File: config.mk
export PLATFORM = sky130hd
export DESIGN_NAME = uart_rx_core
export DESIGN_NICKNAME = d
export VERILOG_FILES = /design/src/rtl/uart_rx_core.sv
export SDC_FILE = /design/constraint.sdc
export NUM_CORES = 1
export LEC_CHECK = 0
export ABC_AREA = 1
export ABC_CLOCK_PERIOD_IN_PS = 1730
export BUFFER_PORTS_ARGS = -buffer_cell sky130_fd_sc_hd__buf_2
export CAP_MARGIN = 20
export CORE_MARGIN = 10
export CORE_UTILIZATION = 30
export CTS_CLUSTER_SIZE = 12
export DETAILED_ROUTE_END_ITERATION = 12
export PLACE_DENSITY_LB_ADDON = 0.25
export SETUP_SLACK_MARGIN = 0.4
export SLEW_MARGIN = 20
export SYNTH_ARGS = -nofsm -noshare
export SYNTH_HDL_FRONTEND = slang
export SYNTH_SLANG_ARGS = --single-unit
File: constraint.sdc
create_clock -name clk -period 1.73 [get_ports clk]
set_clock_uncertainty 0.2 [all_clocks]
set_input_delay 0.173 -clock clk [delete_from_list [all_inputs] [get_ports clk]]
set_output_delay 0.173 -clock clk [all_outputs]
set_load 0.005 [all_outputs]
File: src/rtl/uart_rx_core.sv
// UART 8N1 receiver fed by the auto-baud count; one-deep holding register with FERR/OERR.
// Define UART_PARITY_EN to insert a parity bit (PARITY state) and add the PERR output.
module uart_rx_core #(
    parameter int               CNT_W       = 16,
    parameter logic [CNT_W-1:0] BIT_DEFAULT = 16'd434
) (
    input  logic             clk,
    input  logic             rst,
    input  logic             UxRX,
    input  logic             ABAUD,
    input  logic             brg_ld,
    input  logic [CNT_W-1:0] brg_cnt,
    input  logic             rd,
    input  logic             oerr_clr,
    output logic [7:0]       UxRXREG,
    output logic             URXDA,
    output logic             UxRXIF,
    output logic             FERR,
`ifdef UART_PARITY_EN
    output logic             PERR,
`endif
    output logic             OERR
);

    typedef enum logic [2:0] {
        S_IDLE, S_START, S_DATA, S_PARITY, S_STOP, S_BREAK
    } state_t;

    state_t           state_reg, state_next;
    logic             rx_meta_reg, rx_s_reg;
    logic [CNT_W-1:0] bit_period_reg, brg_div;
    logic [CNT_W-1:0] tmr_reg, tmr_next;
    logic [2:0]       idx_reg, idx_next;
    logic [7:0]       shift_reg, shift_next;
    logic             tmr_event, commit;
    logic [7:0]       rxreg_reg;
    logic             urxda_reg, rxif_reg, ferr_reg, oerr_reg;
`ifdef UART_PARITY_EN
    logic             par_bit_reg, par_bit_next;
    logic             perr_reg;
    assign PERR = perr_reg;
`endif

    assign UxRXREG   = rxreg_reg;
    assign URXDA     = urxda_reg;
    assign UxRXIF    = rxif_reg;
    assign FERR      = ferr_reg;
    assign OERR      = oerr_reg;
    assign tmr_event = (tmr_reg == CNT_W'(1));
    assign brg_div   = brg_cnt >> 3;

    always_ff @(posedge clk or negedge rst) begin
        if (!rst) begin
            rx_meta_reg <= 1'b1;
            rx_s_reg    <= 1'b1;
        end else begin
            rx_meta_reg <= UxRX;
            rx_s_reg    <= rx_meta_reg;
        end
    end

    // A new rate is only accepted while no frame is in flight (or auto-baud owns the line).
    always_ff @(posedge clk or negedge rst) begin
        if (!rst) begin
            bit_period_reg <= BIT_DEFAULT;
        end else if (brg_ld && (state_reg == S_IDLE || ABAUD)) begin
            bit_period_reg <= (brg_div < CNT_W'(2)) ? CNT_W'(2) : brg_div;
        end
    end

    always_ff @(posedge clk or negedge rst) begin
        if (!rst) begin
            state_reg   <= S_IDLE;
            tmr_reg     <= '0;
            idx_reg     <= '0;
            shift_reg   <= '0;
`ifdef UART_PARITY_EN
            par_bit_reg <= 1'b0;
`endif
        end else begin
            state_reg   <= state_next;
            tmr_reg     <= tmr_next;
            idx_reg     <= idx_next;
            shift_reg   <= shift_next;
`ifdef UART_PARITY_EN
            par_bit_reg <= par_bit_next;
`endif
        end
    end

    always_comb begin
        state_next   = state_reg;
        tmr_next     = tmr_reg;
        idx_next     = idx_reg;
        shift_next   = shift_reg;
        commit       = 1'b0;
`ifdef UART_PARITY_EN
        par_bit_next = par_bit_reg;
`endif
        if (state_reg != S_IDLE && state_reg != S_BREAK && !tmr_event)
            tmr_next = tmr_reg - CNT_W'(1);
        case (state_reg)
            S_IDLE: begin
                if (!rx_s_reg) begin
                    state_next = S_START;
                    tmr_next   = bit_period_reg >> 1;
                end
            end
            S_START: begin
                if (tmr_event) begin
                    if (rx_s_reg) begin
                        state_next = S_IDLE;
                    end else begin
                        state_next = S_DATA;
                        idx_next   = 3'd0;
                        tmr_next   = bit_period_reg;
                    end
                end
            end
            S_DATA: begin
                if (tmr_event) begin
                    shift_next = {rx_s_reg, shift_reg[7:1]};
                    tmr_next   = bit_period_reg;
                    idx_next   = idx_reg + 3'd1;
                    if (idx_reg == 3'd7) begin
`ifdef UART_PARITY_EN
                        state_next = S_PARITY;
`else
                        state_next = S_STOP;
`endif
                    end
                end
            end
`ifdef UART_PARITY_EN
            S_PARITY: begin
                if (tmr_event) begin
                    par_bit_next = rx_s_reg;
                    state_next   = S_STOP;
                    tmr_next     = bit_period_reg;
                end
            end
`endif
            S_STOP: begin
                if (tmr_event) begin
                    commit     = 1'b1;
                    state_next = rx_s_reg ? S_IDLE : S_BREAK;
                end
            end
            S_BREAK: begin
                if (rx_s_reg) state_next = S_IDLE;
            end
            default: state_next = S_IDLE;
        endcase
        // Auto-baud overrides everything, including a frame about to commit.
        if (ABAUD) begin
            state_next = S_IDLE;
            commit     = 1'b0;
        end
    end

    always_ff @(posedge clk or negedge rst) begin
        if (!rst) begin
            rxreg_reg <= '0;
            urxda_reg <= 1'b0;
            rxif_reg  <= 1'b0;
            ferr_reg  <= 1'b0;
            oerr_reg  <= 1'b0;
`ifdef UART_PARITY_EN
            perr_reg  <= 1'b0;
`endif
        end else begin
            rxif_reg <= commit;
            if (oerr_clr) oerr_reg <= 1'b0;
            if (commit) begin
                if (!urxda_reg || rd) begin
                    rxreg_reg <= shift_reg;
                    urxda_reg <= 1'b1;
                    ferr_reg  <= ~rx_s_reg;
`ifdef UART_PARITY_EN
                    perr_reg  <= ^{shift_reg, par_bit_reg};
`endif
                end else begin
                    oerr_reg <= 1'b1;
                end
            end else if (rd) begin
                urxda_reg <= 1'b0;
            end
        end
    end

endmodule
# == Word level (Yosys, flattened, before mapping) ==
# Index checks and enable logic that the tools add are counted.
# word_totals
register_bits,60
word_cells,79
inputBits,23
# op_classes
n_eq_ne,17
n_mux,30
magnitude_cmp,1
add_sub_neg,2
n_bitwise,1
n_reduce_logical,16
# ops
operator,count
two-way mux 16 bit,5
one-hot mux 16 bit (3 select lines),1
two-way mux 3 bit,11
"!= test 3 bit, second input constant",7
"equality test 16 x 1 -> 1 bit, second input constant",1
"subtractor 16 x 1 -> 16 bit, second input constant",1
one-hot mux 3 bit (5 select lines),1
"< comparator 13 x 2 -> 1 bit, second input constant",1
two-way mux 13 bit,1
"equality test 3 bit, second input constant",3
two-way mux 1 bit,9
"!= test 2 bit, second input constant",3
one-hot mux 3 bit (2 select lines),1
AND reduction 2 bit,3
AND reduction 6 bit,1
AND reduction 4 bit,1
nonzero test 2 bit,2
"adder 3 x 1 -> 3 bit, second input constant",1
"equality test 3 x 1 -> 1 bit, second input constant",1
"equality test 3 x 2 -> 1 bit, second input constant",1
logical AND 1 bit,3
zero test 3 bit,1
nonzero test 3 bit,1
zero test 1 bit,2
other kinds (4),5

# == Logic depth before layout (Yosys ltp) ==
# logic_depth
depth_word,7
mapped_depth,13
depth_no_buf,13

# == Least setup slack after synthesis ==
# Ideal clock, no wire load.
# synth_timing
path_kind,register to register
startpoint,register tmr_reg[1]
endpoint,register tmr_reg[1]
path_buffers,2
slack_ns,-0.062
path_stages_with_launch,12
period_less_slack_ns,1.792
arrival_time_ns,1.452
t_required_ns,1.390
cell_sequence,dfrtp_1 -> inv_1 -> ha_1 -> nand2_1 -> nor2_2 -> nand2_4 -> buf_6 -> buf_6 -> o21ai_2 -> nand4_1 -> nand2_1 -> o211ai_1
# synth_via
elab_chain_cells,7
# synth_lines
element,line,text
start: declaration,32,"logic [CNT_W-1:0] tmr_reg, tmr_next;"
start signal: assignment,82,tmr_reg <= tmr_next;
"parallel branches: the longest is 6 deep, another holds subtractor 16 x 1 -> 16 bit",-,
one-hot mux 16 bit (3 select lines) (*),102,case (state_reg)
named net tmr_next[1],32,
# Mark *: on every way through the listed nets, which the timed path passes.
# A chain may end at the register's enable or synchronous reset.

# == Worst setup path after layout ==
# layout_timing
startpoint,register tmr_reg[1]
endpoint,register tmr_reg[6]
# The elaborated chain is that of the path after synthesis.

==> results.md <==
- TritonCTS buffer count: 9
- FFs w/ async S/R, synth: 1.00
- Count of standard-cell rows: 39
- Worst rel slew slack: 0.778
- Max-cap check violation count: 0
- Footprint of the multi-input gates: 2050 um2
- Least setup slack across all paths after layout: -0.166 ns
- Vias in the first global route: 3453
- Worst hold path stage count: 4
- Last weighted congestion value of the routability-driven placer: 0.829
- Number of endpoints failing setup at the final stage: 39
- Final worst path period share: 1.10
- Failing checks: hold timing, setup timing
- Net switching fraction of the power: 0.400
- Share of final-layout standard cells stronger than drive strength 1: 0.428
- Most area-hungry cell type in the Yosys netlist: sky130_fd_sc_hd__dfrtp_1
- Max clock buf depth: 2
- Biggest area contributors in the synthesized netlist: sky130_fd_sc_hd__dfrtp_1, sky130_fd_sc_hd__nand2_1, sky130_fd_sc_hd__dfstp_2
- Antenna Nets Post-Route: 0
- GRT Overall Usage: 0.124
- Synth top area share: 0.360
- Layout overhead on the synthesized area: 51.5%
- Worst min-delay path startpoint: brg_cnt[4]
- Routed via count divided by cell count: 4.79
- Sequential fraction of design power: 0.248
- Flip-flop and latch count after synthesis: 57
- DR vias: 3495
- Capture endpoint of the worst hold path: bit_period_reg[1]
- Dominant register cell in the synthesized netlist: sky130_fd_sc_hd__dfrtp_1
- Worst hold-check path type: in -> reg
- Placed instance area: about 4200 um2
- Fraction of power consumed by the clock network: 0.232
- Net load switching power: between 2 and 3 mW
- Leading post-synthesis cells by instance count: sky130_fd_sc_hd__nand2_1, sky130_fd_sc_hd__dfrtp_1, sky130_fd_sc_hd__inv_1
- Final hold vios: 1
- Die area: between 15000 and 20000 um2
- Setup repair after global routing missed its margin: yes
- Fill cell total of the finished layout: between 1000 and 1500
- First-pass GRT wire length: approximately 17000 um
- RR Endpoint: tmr_reg[6]
- Startpoint type of the worst setup path: register
- Register area share after synthesis: 0.413
- Initial DRT Pass Iterations: 4
- Post-detailed-route wirelength per cell: approximately 14 um
- Post-detailed-routing wire length: 10100 um
- Count of nets after finishing: 608
- Post-synthesis net count: around 500
- Final instance area: roughly 5300 um2
- Remaining global-route overflow: 0
- Port Buffer Count: 31
- Num Clock Sinks: 57
- Cell Area, Synth: 3470 um2
- Die extent in x: between 100 and 150 um
- Status: finished, violations left
- Crit Path Category: reg -> reg
- Crit path time final: between 1.5 and 2 ns
- Internal power: 4.49 mW
- Half-perimeter wire length after placement: roughly 6600 um
- Pwr dens: 1420 nW/um2
- Cell chosen for the clock root: sky130_fd_sc_hd__clkbuf_16
- Portion of total power attributed to combinational logic: 0.520
- Maximum number of pins on one net before global-route repair: 58
- Endpoint type of the worst setup path: register
- Antenna violations before repair: 0
- Most used standard cell by instance count after synthesis: sky130_fd_sc_hd__nand2_1
- Worst reg-to-reg path cell count: 9
- Maximum fanout count along the critical path: 17
- Number of warnings printed during yosys synthesis: 0
- Timing-limited maximum frequency: 527 MHz
- Final count of pins violating max slew: 0
- Largest register FFs: 16
- Clock insertion delay at the later pin of the skew report: approximately 0.33 ns
- Static leakage: approximately 2.5 nW
- Diode count: 0
- Initial cell density of the core: 0.306
- Floorplan core area: between 10000 and 15000 um2
- Post-synthesis cell type count: 39
- Avg Synthesized Cell Area: approximately 7.5 um2
- Overall die height: around 130 um
- Storage cell area: around 1400 um2
- Violation count after the first detailed-route iteration: a little over 300
- H-tree level count: 3
- Worst-margin pin slew: 0.329 ns
- Pre-CTS WS: -0.200 ns
- Clk slew on worst S/H paths: 0.05 ns
- Hold Worst Slack: -0.00616 ns
- Number of remaining DRC errors: 0
- Worst vdd ir: slightly below 0.8 mV
- Clock tree from TritonCTS: built
- Crit Reg-Reg Startpoint: tmr_reg[1]
- Register-to-register setup slack: -0.17 ns
- Crit path required time: between 1.5 and 2 ns
- Arrival time at the worst endpoint: 1.89 ns
- Cells after synthesis: around 460
- Number of I/O pins: 35
- Count of flip-flops with a built-in enable after synthesis: 0
## layout by cell type (no fill, tap or decap), types with 8 or more instances in the layout
cell type and count:
sky130_fd_sc_hd__nand2_2 29, sky130_fd_sc_hd__dlygate4sd3_1 18, sky130_fd_sc_hd__a21oi_2 8, sky130_fd_sc_hd__nand4_1 14, sky130_fd_sc_hd__nand2_1 111, sky130_fd_sc_hd__o21ai_2 19, sky130_fd_sc_hd__buf_4 52, sky130_fd_sc_hd__dfrtp_1 48
sky130_fd_sc_hd__buf_2 31, sky130_fd_sc_hd__clkbuf_16 10, sky130_fd_sc_hd__or2_2 9, sky130_fd_sc_hd__inv_1 39, sky130_fd_sc_hd__nor2_4 10, sky130_fd_sc_hd__o21ai_1 26, sky130_fd_sc_hd__nand3_1 27, sky130_fd_sc_hd__buf_6 15
sky130_fd_sc_hd__nor2_1 16
## logic make-up after synthesis
kind of cell,share of synthesized area
AOI/OAI and AO/OA,0.146
xor gates and xnor gates,0.0126
adders and majority gates,0.0144
buffers and inverters,0.0850
DFF,0.413
and+or+nand+nor,0.329
## what timing repair did
action                                  CTS  global route
gates resized for setup                  93            25
hold endpoints to repair                 75             0
cloned                                    3             1
pin swaps                                13             4
setup buffers                            12             4
endpoints found under the setup margin   55            55
hold buffers                             18             0
## routing by layer
| layer | part of all wire | GRT usage | up-vias |
|---|---|---|---|
| met3 | 0.032 | 0.0223 | 10 |
| met2 | 0.50 | 0.203 | 72 |
| met4 | 0.015 | 0.0556 | 0 |
| li1 | - | - | 1757 |
| met1 | 0.45 | 0.156 | 1656 |
| met5 | 0 | 0 | - |
## how the worst max path moves through the flow
| stage | end | slack, ns | cells after the start | from |
|---|---|---|---|---|
| 2_1_floorplan | tmr_reg[1] | -0.02 | 11 | tmr_reg[1] |
| 3_3_place_gp | tmr_reg[4] | -0.15 | 9 | tmr_reg[1] |
| 3_5_place_dp | tmr_reg[8] | -0.20 | 8 | tmr_reg[6] |
| 4_1_cts | tmr_reg[6] | -0.12 | 8 | tmr_reg[6] |
| 5_1_grt | tmr_reg[3] | -0.28 | 11 | tmr_reg[2] |
| 6_report | tmr_reg[6] | -0.17 | 9 | tmr_reg[1] |
## power by group through the flow
stage / combinational [mW] / clock [mW] / sequential (mW)
floorplan: 1.99 / 0 / 1.82
global placement: 3.14 / 0 / 1.82
detailed placement: 3.17 / 0 / 1.83
CTS: 3.62 / 1.78 / 1.83
global route: 4.30 / 1.84 / 1.89
finish: 3.89 / 1.74 / 1.85
## worst max-delay path, cell delays in order (launching register included)
cell	delay, ns
sky130_fd_sc_hd__dfrtp_1	0.38
sky130_fd_sc_hd__inv_2	0.08
sky130_fd_sc_hd__ha_4	0.14
sky130_fd_sc_hd__nand2_4	0.05
sky130_fd_sc_hd__nor2_4	0.16
sky130_fd_sc_hd__nand2_8	0.11
sky130_fd_sc_hd__buf_12	0.18
sky130_fd_sc_hd__o21ai_0	0.16
sky130_fd_sc_hd__nand4_1	0.13
sky130_fd_sc_hd__a21boi_1	0.15
## per-stage QoR
stage	hold slack [ns]	util	setup TNS, ns	power, mW	std cells
final	-0.00616	0.463	-4.08	7.48	729
after global routing	0.0123	0.463	-8.23	8.03	729
after CTS	-0.0177	0.449	-2.68	7.23	724
after detailed placement	0.00328	0.374	-4.39	5.00	675
after global placement	-0.00254	0.374	-3.86	4.96	675
after floorplan	-0.323	-	-0.0462	3.82	462
## cell type report
class,instances,share of cell area
timing repair inverter,1,0.00143
tap,143,0.0340
inverter,50,0.0387
multi-input combinational,337,0.389
clock buffer,9,0.0428
timing repair buffer,125,0.207
clock inverter,7,0.0133
sequential,57,0.273
(Power assumes the default switching activity.)
